### src/rtl/iot_sequencer.sv
// IOT path controller: decodes an IOT instruction, sequences timed IOP1/IOP2/IOP4
// pulses to the peripherals, merges their responses and owns the interrupt enable.
//
// state  | meaning
// IDLE   | waiting for an IOT start
// P1     | IOP1 phase, PULSE_CYCLES long
// P2     | IOP2 phase, PULSE_CYCLES long
// P4     | IOP4 phase, PULSE_CYCLES long
// DONE   | one-cycle result/done; device 00 ops take effect here
module iot_sequencer #(
    parameter int NDEV         = 4,
    parameter int PULSE_CYCLES = 1
) (
    input  logic                 clk,
    input  logic                 reset,
    input  logic                 iot_start,
    input  logic [0:11]          instruction,
    input  logic                 instr_done,
    input  logic                 int_ack,
    input  logic [NDEV-1:0]      dev_skip,
    input  logic [NDEV*12-1:0]   dev_data,
    input  logic [NDEV-1:0]      dev_data_valid,
    input  logic [NDEV-1:0]      dev_clr_ac,
    input  logic [NDEV-1:0]      dev_irq,
    output logic [0:5]           dev_select,
    output logic                 iop1,
    output logic                 iop2,
    output logic                 iop4,
    output logic                 busy,
    output logic                 iot_done,
    output logic                 skip,
    output logic                 clear_ac,
    output logic [0:11]          in_bus,
    output logic                 int_enable,
    output logic                 int_req
);

    localparam logic [2:0] S_IDLE = 3'd0;
    localparam logic [2:0] S_P1   = 3'd1;
    localparam logic [2:0] S_P2   = 3'd2;
    localparam logic [2:0] S_P4   = 3'd3;
    localparam logic [2:0] S_DONE = 3'd4;

    localparam logic [3:0] PHASE_LOAD = 4'(PULSE_CYCLES - 1);

    logic [2:0]  state;
    logic [2:0]  next_phase;
    logic [3:0]  phase_cnt;
    logic [2:0]  iop_en;       // [0]=IOP1, [1]=IOP2, [2]=IOP4
    logic [2:0]  op_code;
    logic        dev_zero;
    logic        skip_acc;
    logic        clr_acc;
    logic [11:0] data_acc;
    logic [11:0] data_or;
    logic        done_skip;
    logic        start_ok;
    logic        iop_active;
    logic        phase_end;
    logic        ion_delay;

    assign start_ok   = iot_start && (state == S_IDLE) && (instruction[0:2] == 3'o6);
    assign iop1       = (state == S_P1) && iop_en[0];
    assign iop2       = (state == S_P2) && iop_en[1];
    assign iop4       = (state == S_P4) && iop_en[2];
    assign busy       = (state == S_P1) || (state == S_P2) || (state == S_P4);
    assign iot_done   = (state == S_DONE);
    assign iop_active = iop1 || iop2 || iop4;
    assign phase_end  = (phase_cnt == 4'd0);

    always_comb begin
        data_or = '0;
        for (int k = 0; k < NDEV; k++) begin
            if (dev_data_valid[k]) begin
                data_or = data_or | dev_data[12*k +: 12];
            end
        end
    end

    always_comb begin
        case (state)
            S_P1:    next_phase = S_P2;
            S_P2:    next_phase = S_P4;
            default: next_phase = S_DONE;
        endcase
    end

    // Device 00 skip results must be visible during the DONE cycle itself.
    always_comb begin
        done_skip = 1'b0;
        if (dev_zero) begin
            case (op_code)
                3'o0:    done_skip = int_enable;
                3'o3:    done_skip = |dev_irq;
                default: done_skip = 1'b0;
            endcase
        end
    end

    assign skip     = (iot_done && dev_zero) ? done_skip : skip_acc;
    assign clear_ac = clr_acc;
    assign in_bus   = data_acc;

    always_ff @(posedge clk or negedge reset) begin
        if (!reset) begin
            state      <= S_IDLE;
            phase_cnt  <= 4'd0;
            iop_en     <= 3'b000;
            op_code    <= 3'o0;
            dev_zero   <= 1'b0;
            dev_select <= 6'o00;
            skip_acc   <= 1'b0;
            clr_acc    <= 1'b0;
            data_acc   <= 12'o0000;
        end else begin
            case (state)
                S_IDLE: begin
                    if (start_ok) begin
                        dev_select <= instruction[3:8];
                        dev_zero   <= (instruction[3:8] == 6'o00);
                        op_code    <= instruction[9:11];
                        iop_en     <= {instruction[9], instruction[10], instruction[11]};
                        skip_acc   <= 1'b0;
                        clr_acc    <= 1'b0;
                        data_acc   <= 12'o0000;
                        phase_cnt  <= PHASE_LOAD;
                        state      <= (instruction[3:8] == 6'o00) ? S_DONE : S_P1;
                    end
                end
                S_P1, S_P2, S_P4: begin
                    if (iop_active) begin
                        skip_acc <= skip_acc | (|dev_skip);
                        clr_acc  <= clr_acc | (|dev_clr_ac);
                        data_acc <= data_acc | data_or;
                    end
                    if (phase_end) begin
                        phase_cnt <= PHASE_LOAD;
                        state     <= next_phase;
                    end else begin
                        phase_cnt <= phase_cnt - 4'd1;
                    end
                end
                S_DONE: begin
                    state <= S_IDLE;
                    if (dev_zero) begin
                        skip_acc <= done_skip;
                    end
                end
                default: state <= S_IDLE;
            endcase
        end
    end

    // Later assignments take priority: ION/IOF override the delayed enable, int_ack overrides all.
    always_ff @(posedge clk or negedge reset) begin
        if (!reset) begin
            int_enable <= 1'b0;
            ion_delay  <= 1'b0;
            int_req    <= 1'b0;
        end else begin
            if (ion_delay && instr_done) begin
                int_enable <= 1'b1;
                ion_delay  <= 1'b0;
            end
            if (iot_done && dev_zero) begin
                case (op_code)
                    3'o0: int_enable <= 1'b0;
                    3'o1: ion_delay  <= 1'b1;
                    3'o2: begin
                        int_enable <= 1'b0;
                        ion_delay  <= 1'b0;
                    end
                    default: ;
                endcase
            end
            if (int_ack) begin
                int_enable <= 1'b0;
                ion_delay  <= 1'b0;
            end
            int_req <= int_enable & (|dev_irq) & ~busy;
        end
    end

endmodule

### config.mk
export PLATFORM = sky130hd
export DESIGN_NAME = iot_sequencer
export DESIGN_NICKNAME = d
export VERILOG_FILES = /design/src/rtl/iot_sequencer.sv
export SDC_FILE = /design/constraint.sdc
export NUM_CORES = 1
export LEC_CHECK = 0
export ABC_AREA = 1
export BUFFER_PORTS_ARGS = -buffer_cell sky130_fd_sc_hd__buf_4
export CAP_MARGIN = 20
export CORE_UTILIZATION = 50
export CTS_CLUSTER_DIAMETER = 30
export CTS_CLUSTER_SIZE = 10
export DETAILED_ROUTE_END_ITERATION = 10
export HOLD_SLACK_MARGIN = 0.12
export PLACE_DENSITY = 0.86
export SETUP_SLACK_MARGIN = 0.02
export SLEW_MARGIN = 0
export SYNTH_ARGS = -nofsm -noshare
export SYNTH_HDL_FRONTEND = slang
export SYNTH_SLANG_ARGS = --single-unit
### constraint.sdc
create_clock -name clk -period 3.3 [get_ports clk]
set_clock_uncertainty 0.2 [all_clocks]
set_input_delay 0 -clock clk [delete_from_list [all_inputs] [get_ports clk]]
set_output_delay 0 -clock clk [all_outputs]
set_load 0.05 [all_outputs]
=== Yosys cells after proc, flatten, opt, wreduce, memory -nomap -nowiden ===
Index checks and enable logic that the tools add are counted.

* Bits of input ports: 81
* Register bits after elaboration: 34
* Logic and storage cells: 92
* Output and inout port bits: 27

* Add/sub/neg operators: 1
* Multiplexer cells: 32
* Eq/ne operators: 12
* Reduce and logical (&&, ||, !) cells: 27
* Bitwise operators: 9

{| class="wikitable"
|+ Operators by type and width
! kind !! count
|-
| $mux W12 || 6
|-
| $or A12 B12 Y12 || 4
|-
| $pmux W12 S2 || 1
|-
| $mux W1 || 13
|-
| $eq A3 B2 Y1 const B || 4
|-
| $pmux W3 S2 || 2
|-
| $reduce_or A4 Y1 || 3
|-
| $mux W3 || 3
|-
| $mux W4 || 2
|-
| $pmux W4 S2 || 1
|-
| $logic_and A1 B1 Y1 || 7
|-
| $eq A3 B1 Y1 const B || 2
|-
| $eq A3 B3 Y1 const B || 2
|-
| $logic_not A3 Y1 || 2
|-
| $logic_not A6 Y1 || 1
|-
| $ne A2 B2 Y1 const B || 3
|-
| $pmux W1 S2 || 3
|-
| $reduce_and A2 Y1 || 3
|-
| $logic_not A4 Y1 || 1
|-
| $logic_or A1 B1 Y1 || 4
|-
| $reduce_and A4 Y1 || 1
|-
| $sub A4 B1 Y4 const B || 1
|-
| $pmux W1 S3 || 1
|-
| $reduce_and A3 Y1 || 1
|-
| 8 further kinds || 10
|}

=== Logic depth before layout (Yosys ltp) ===
* Word-level depth: 10
* Mapped depth: 9
* Mapped depth without buffers: 9

=== Worst setup path before layout ===
No wires, ideal clock.

* Path kind: register to register
* Start: register state[2]
* End: register clr_acc (netlist: clear_ac)
* Cell stages (with the launch flop): 10
* Arrival time: 1,651 ps
* Path buffers: 1
* Setup slack: 1,332 ps
* Setup time: 117 ps
* Required time: 2,983 ps
* Cell sequence: dfrtp_1 > inv_2 > nand3_1 > nor2_2 > nor2_4 > nand2_4 > nand2_4 > buf_12 > nand2_2 > nand2_2

* Elaborated cells between the ends (all ways): 17
* Classes of those cells: 5 x eq/ne; 1 x mux; 11 x reduce/logical

{| class="wikitable"
|+ RTL lines
! what !! RTL line !! RTL
|-
| start, declared || 46 || <nowiki>logic [2:0] state;</nowiki>
|-
| start signal, assigned || 127 || <nowiki>state <= (instruction[3:8] == 6'o00) ? S_DONE : S_P1;</nowiki>
|-
| start signal, assigned || 138 || <nowiki>state <= next_phase;</nowiki>
|-
| $eq A3 B2 Y1 || 65 || <nowiki>assign iop4 = (state == S_P4) && iop_en[2];</nowiki>
|-
| $logic_and A1 B1 Y1 || 65 ||
|-
| named net iop4 || 28 || <nowiki>output logic iop4,</nowiki>
|-
| $logic_or A1 B1 Y1 || 68 || <nowiki>assign iop_active = iop1 || iop2 || iop4;</nowiki>
|-
| $ne A2 B2 Y1 (no source line) || - ||
|-
| $reduce_and A3 Y1 (no source line) || - ||
|-
| end signal, assigned || 133 || <nowiki>clr_acc <= clr_acc | (|dev_clr_ac);</nowiki>
|-
| end, declared || 53 || <nowiki>logic clr_acc;</nowiki>
|}

The timed path passes the listed nets, and every way through them passes these cells.
A chain may end at the register's enable or synchronous reset.

=== Worst setup path in the final report ===
* Start: input instruction[2] (netlist name)
* End: register op_code[2]

* Longest elaborated chain between the ends: 3

{| class="wikitable"
|+ RTL lines
! what !! RTL line !! RTL
|-
| start, declared || 17 || <nowiki>input logic [0:11] instruction,</nowiki>
|-
| $eq A3 B3 Y1 || 62 || <nowiki>assign start_ok = iot_start && (state == S_IDLE) && (instruction[0:2] == 3'o6);</nowiki>
|-
| $logic_and A1 B1 Y1 || 62 ||
|-
| $reduce_and A2 Y1 (no source line) || - ||
|-
| end signal, assigned || 121 || <nowiki>op_code <= instruction[9:11];</nowiki>
|-
| end, declared || 50 || <nowiki>logic [2:0] op_code;</nowiki>
|}

No other way between the ends.

==> metrics <==
die footprint=roughly 0.0047 mm2; worst skew pair latency=around 0.30 ns; Layout area overhead=78.25%; IO Count=~110; Arrival @ worst endpoint=approximately 3.1 ns; Buf/Inv on CP=6; Final TNS setup=0 ns; CTS Sinks=34; Synth area leaders=dfrtp_1 (39%), nand2_1 (21%), nand3_1 (5.9%); synthesized area=0.002203 mm2; slowest CP cell=dlygate4sd3_1; GR Overflow Total=0; CP required=approximately 3.3 ns; clock-pin slew on the worst setup and hold paths=approximately 0.07 ns; Max IR drop VDD=around 0.75 mV; GRT Total Usage=approximately three fifths; share of cells above drive strength 1=27.87%; largest net degree at the start of global routing=35; RSZ-0062 raised after global routing=no; CTS tree=yes; first-pass GRT wire length=~19,000 um; total wire length=between 10,000 and 15,000 um; antenna-violating nets left=0; vias in the first global route=around 3.6k; H-tree levels=2; Num CTS Buffers=5; min Tclk post-route=approximately 3.2 ns; postcts setup bufs=0; Hold Slack=slightly below 0.2 ns; Top cell by count, worst path=dlygate4sd3_1; Relative slew margins=between 80 and 90%; # diodes=0; Yosys reg bits=34; endpoints failing setup=0; CTS max path bufs=2; Starting DRT DRC Count=630; Via density=6.241; Synth warnings=0; crit path kind=primary input to flip-flop; Distinct cells, synth=30; die width=slightly below 70 um; Core Area=0.004115 mm2; status=completed; Root Driver=clkbuf_8; slowest stage delay, CP=approximately 0.62 ns; Top Family by Delay on Critical Path=buffers and inverters; Hold WC Path Type=primary input to flip-flop; Initial Util=a little over half; max-cap violation count=0; Syn Area/Cell=between 6 and 7 um2; drt first pass iters=9; Slew @ Worst Pin=around 0.3 ns; DRC=0; cells after synthesis=320; syn nets=between 400 and 500; WL per Instance=20.71 um; period utilization=between 90% and 100%; Startpoint Class=primary input; worst-path fanout max=17; Critical Path End Type=flip-flop; Slew Viols, Final=0; Final #Nets=between 500 and 600; Critical Path, Cell by Cell=dlygate4sd3_1, buf_4, inv_1, nand2_1, dlygate4sd3_1, nor2_4, nand2_8, nor2_1, dlygate4sd3_1, a21oi_1, dlygate4sd3_1; port bufs=107; die height=68.39 um; Rows=23; Hold Violations, Final=0; gpl congestion=~0.8; initial antenna violation count=0; area fraction of the dominant cell type after synthesis=approximately two fifths; cell taking the most area after synthesis=dfrtp_1; fmax=between 300 and 400 MHz; Seq/Total Area, Yosys=38.61%; Power Dens Cells=between 800 and 900 mW/mm2; hpwl dp=4453 um; LEAKAGE=2.102 nW; detailed-route via count=approximately 3.5k; R2R Setup Slk=0.49 ns
[synth_stat cells]
library cell / instances
nand2_1: 122
dfrtp_1: 34
nor2_1: 32
inv_1: 30
nand3_1: 26
a21oi_1: 17
nand2_2: 12
o21ai_0: 7
clkbuf_1: 4
nor2_2: 4
nand4_1: 3
nor2_4: 3
buf_2: 2
buf_4: 2
ha_1: 2
inv_4: 2
nand2_4: 2
nand2_8: 2
nand3b_1: 2
o21ai_1: 2
a22oi_1: 1
buf_12: 1
inv_2: 1
nor2_8: 1
nor3_1: 1
nor3b_1: 1
o21a_1: 1
o21bai_1: 1
o22ai_1: 1
xor2_1: 1
[area by class of cell]
cell class | count | area [um2]
timing repair buffer | 189 | 1634
multi-input combinational | 244 | 1169
sequential | 34 | 850.8
fill | 105 | 187.7
inverter | 33 | 128.9
clock buffer | 6 | 82.58
tap | 50 | 62.56
[cells in the final DEF, fill, tap and decap left out, drive strengths merged]
cell | synthesis | layout
buf | 5 | 108
dlygate4sd3 | 0 | 81
nor2 | 40 | 40
ha | 2 | 2
nand2 | 138 | 138
nand4 | 3 | 3
dfrtp | 34 | 34
xor2 | 1 | 1
nor3b | 1 | 1
clkbuf | 4 | 6
o21ai | 9 | 9
nor3 | 1 | 1
nand3 | 26 | 26
nand3b | 2 | 2
o21a | 1 | 1
a22oi | 1 | 1
o21bai | 1 | 1
a21oi | 17 | 17
inv | 33 | 33
o22ai | 1 | 1
[per-layer routing]
metal  track usage [%]  wire, um  share of wire (%)
met5             25.00         0                  0
met1             56.83      3731                 32
met4             46.88       924                8.0
met2             85.66      5414                 47
met3             36.00      1443                 13
[sequential cells by signal, indices dropped and copies added, names as in the netlist]
register    count
int_req         1
int_enable      1
phase_cnt       4
skip_acc        1
dev_zero        1
dev_select      6
clear_ac        1
ion_delay       1
state           3
in_bus         12
op_code         3
[metrics by stage]
stage	instances	area (um2)	util [%]	setup WS [ns]	total power, mW
2_1_floorplan	320	2203	-	1.332	2.146
3_3_place_gp	468	3009	73.12	1.590	2.509
3_5_place_dp	468	3009	73.12	1.508	2.565
4_1_cts	556	3923	95.32	0.2600	3.022
5_1_grt	556	3928	95.44	0.1244	3.494
6_report	556	3928	95.44	0.1471	3.335
[final timing paths]
| check | startpoint | endpoint | cells past startpoint |
|---|---|---|---|
| min in group asynchronous | reset | in_bus[8] | 4 |
| hold reg to reg | phase_cnt[0] | phase_cnt[0] | 1 |
| setup / recovery | instruction[2] | op_code[2] | 11 |
| setup reg to reg | state[0] | op_code[2] | 8 |
| hold / removal | iot_start | dev_zero | 6 |
| max in group asynchronous | reset | int_req | 4 |
[where the power goes]
part | total, mW | switching [mW] | internal, mW
combinational | 2.26 | 1.56 | 0.705
sequential | 0.754 | 0.173 | 0.580
clock | 0.321 | 0.159 | 0.161
total | 3.33 | 1.89 | 1.45
[kinds of logic after synthesis]
logic type,count (synthesis),share of synthesized area [%]
AOI/OAI and AO/OA,30,7.212
xor gates and xnor gates,1,0.3976
buffers and inverters,42,8.574
adders and majority gates,2,1.136
DFF,34,38.61
and+or+nand+nor,211,44.07
[worst register-to-register path, delay by kind of cell, from the launching register on]
family,cells,cell delay (ns)
AO/OA/AOI/OAI,1,0.05
buffers and inverters,3,1.32
flip-flops,1,0.46
AND/OR/NAND/NOR,4,0.65
[repair_timing]
item                                    4_1_cts  5_1_grt
hold buffers                                 82        0
endpoints found under the setup margin        0        1
gates resized for setup                       0        1
hold endpoints to repair                     64        0
(Power assumes the default switching activity.)
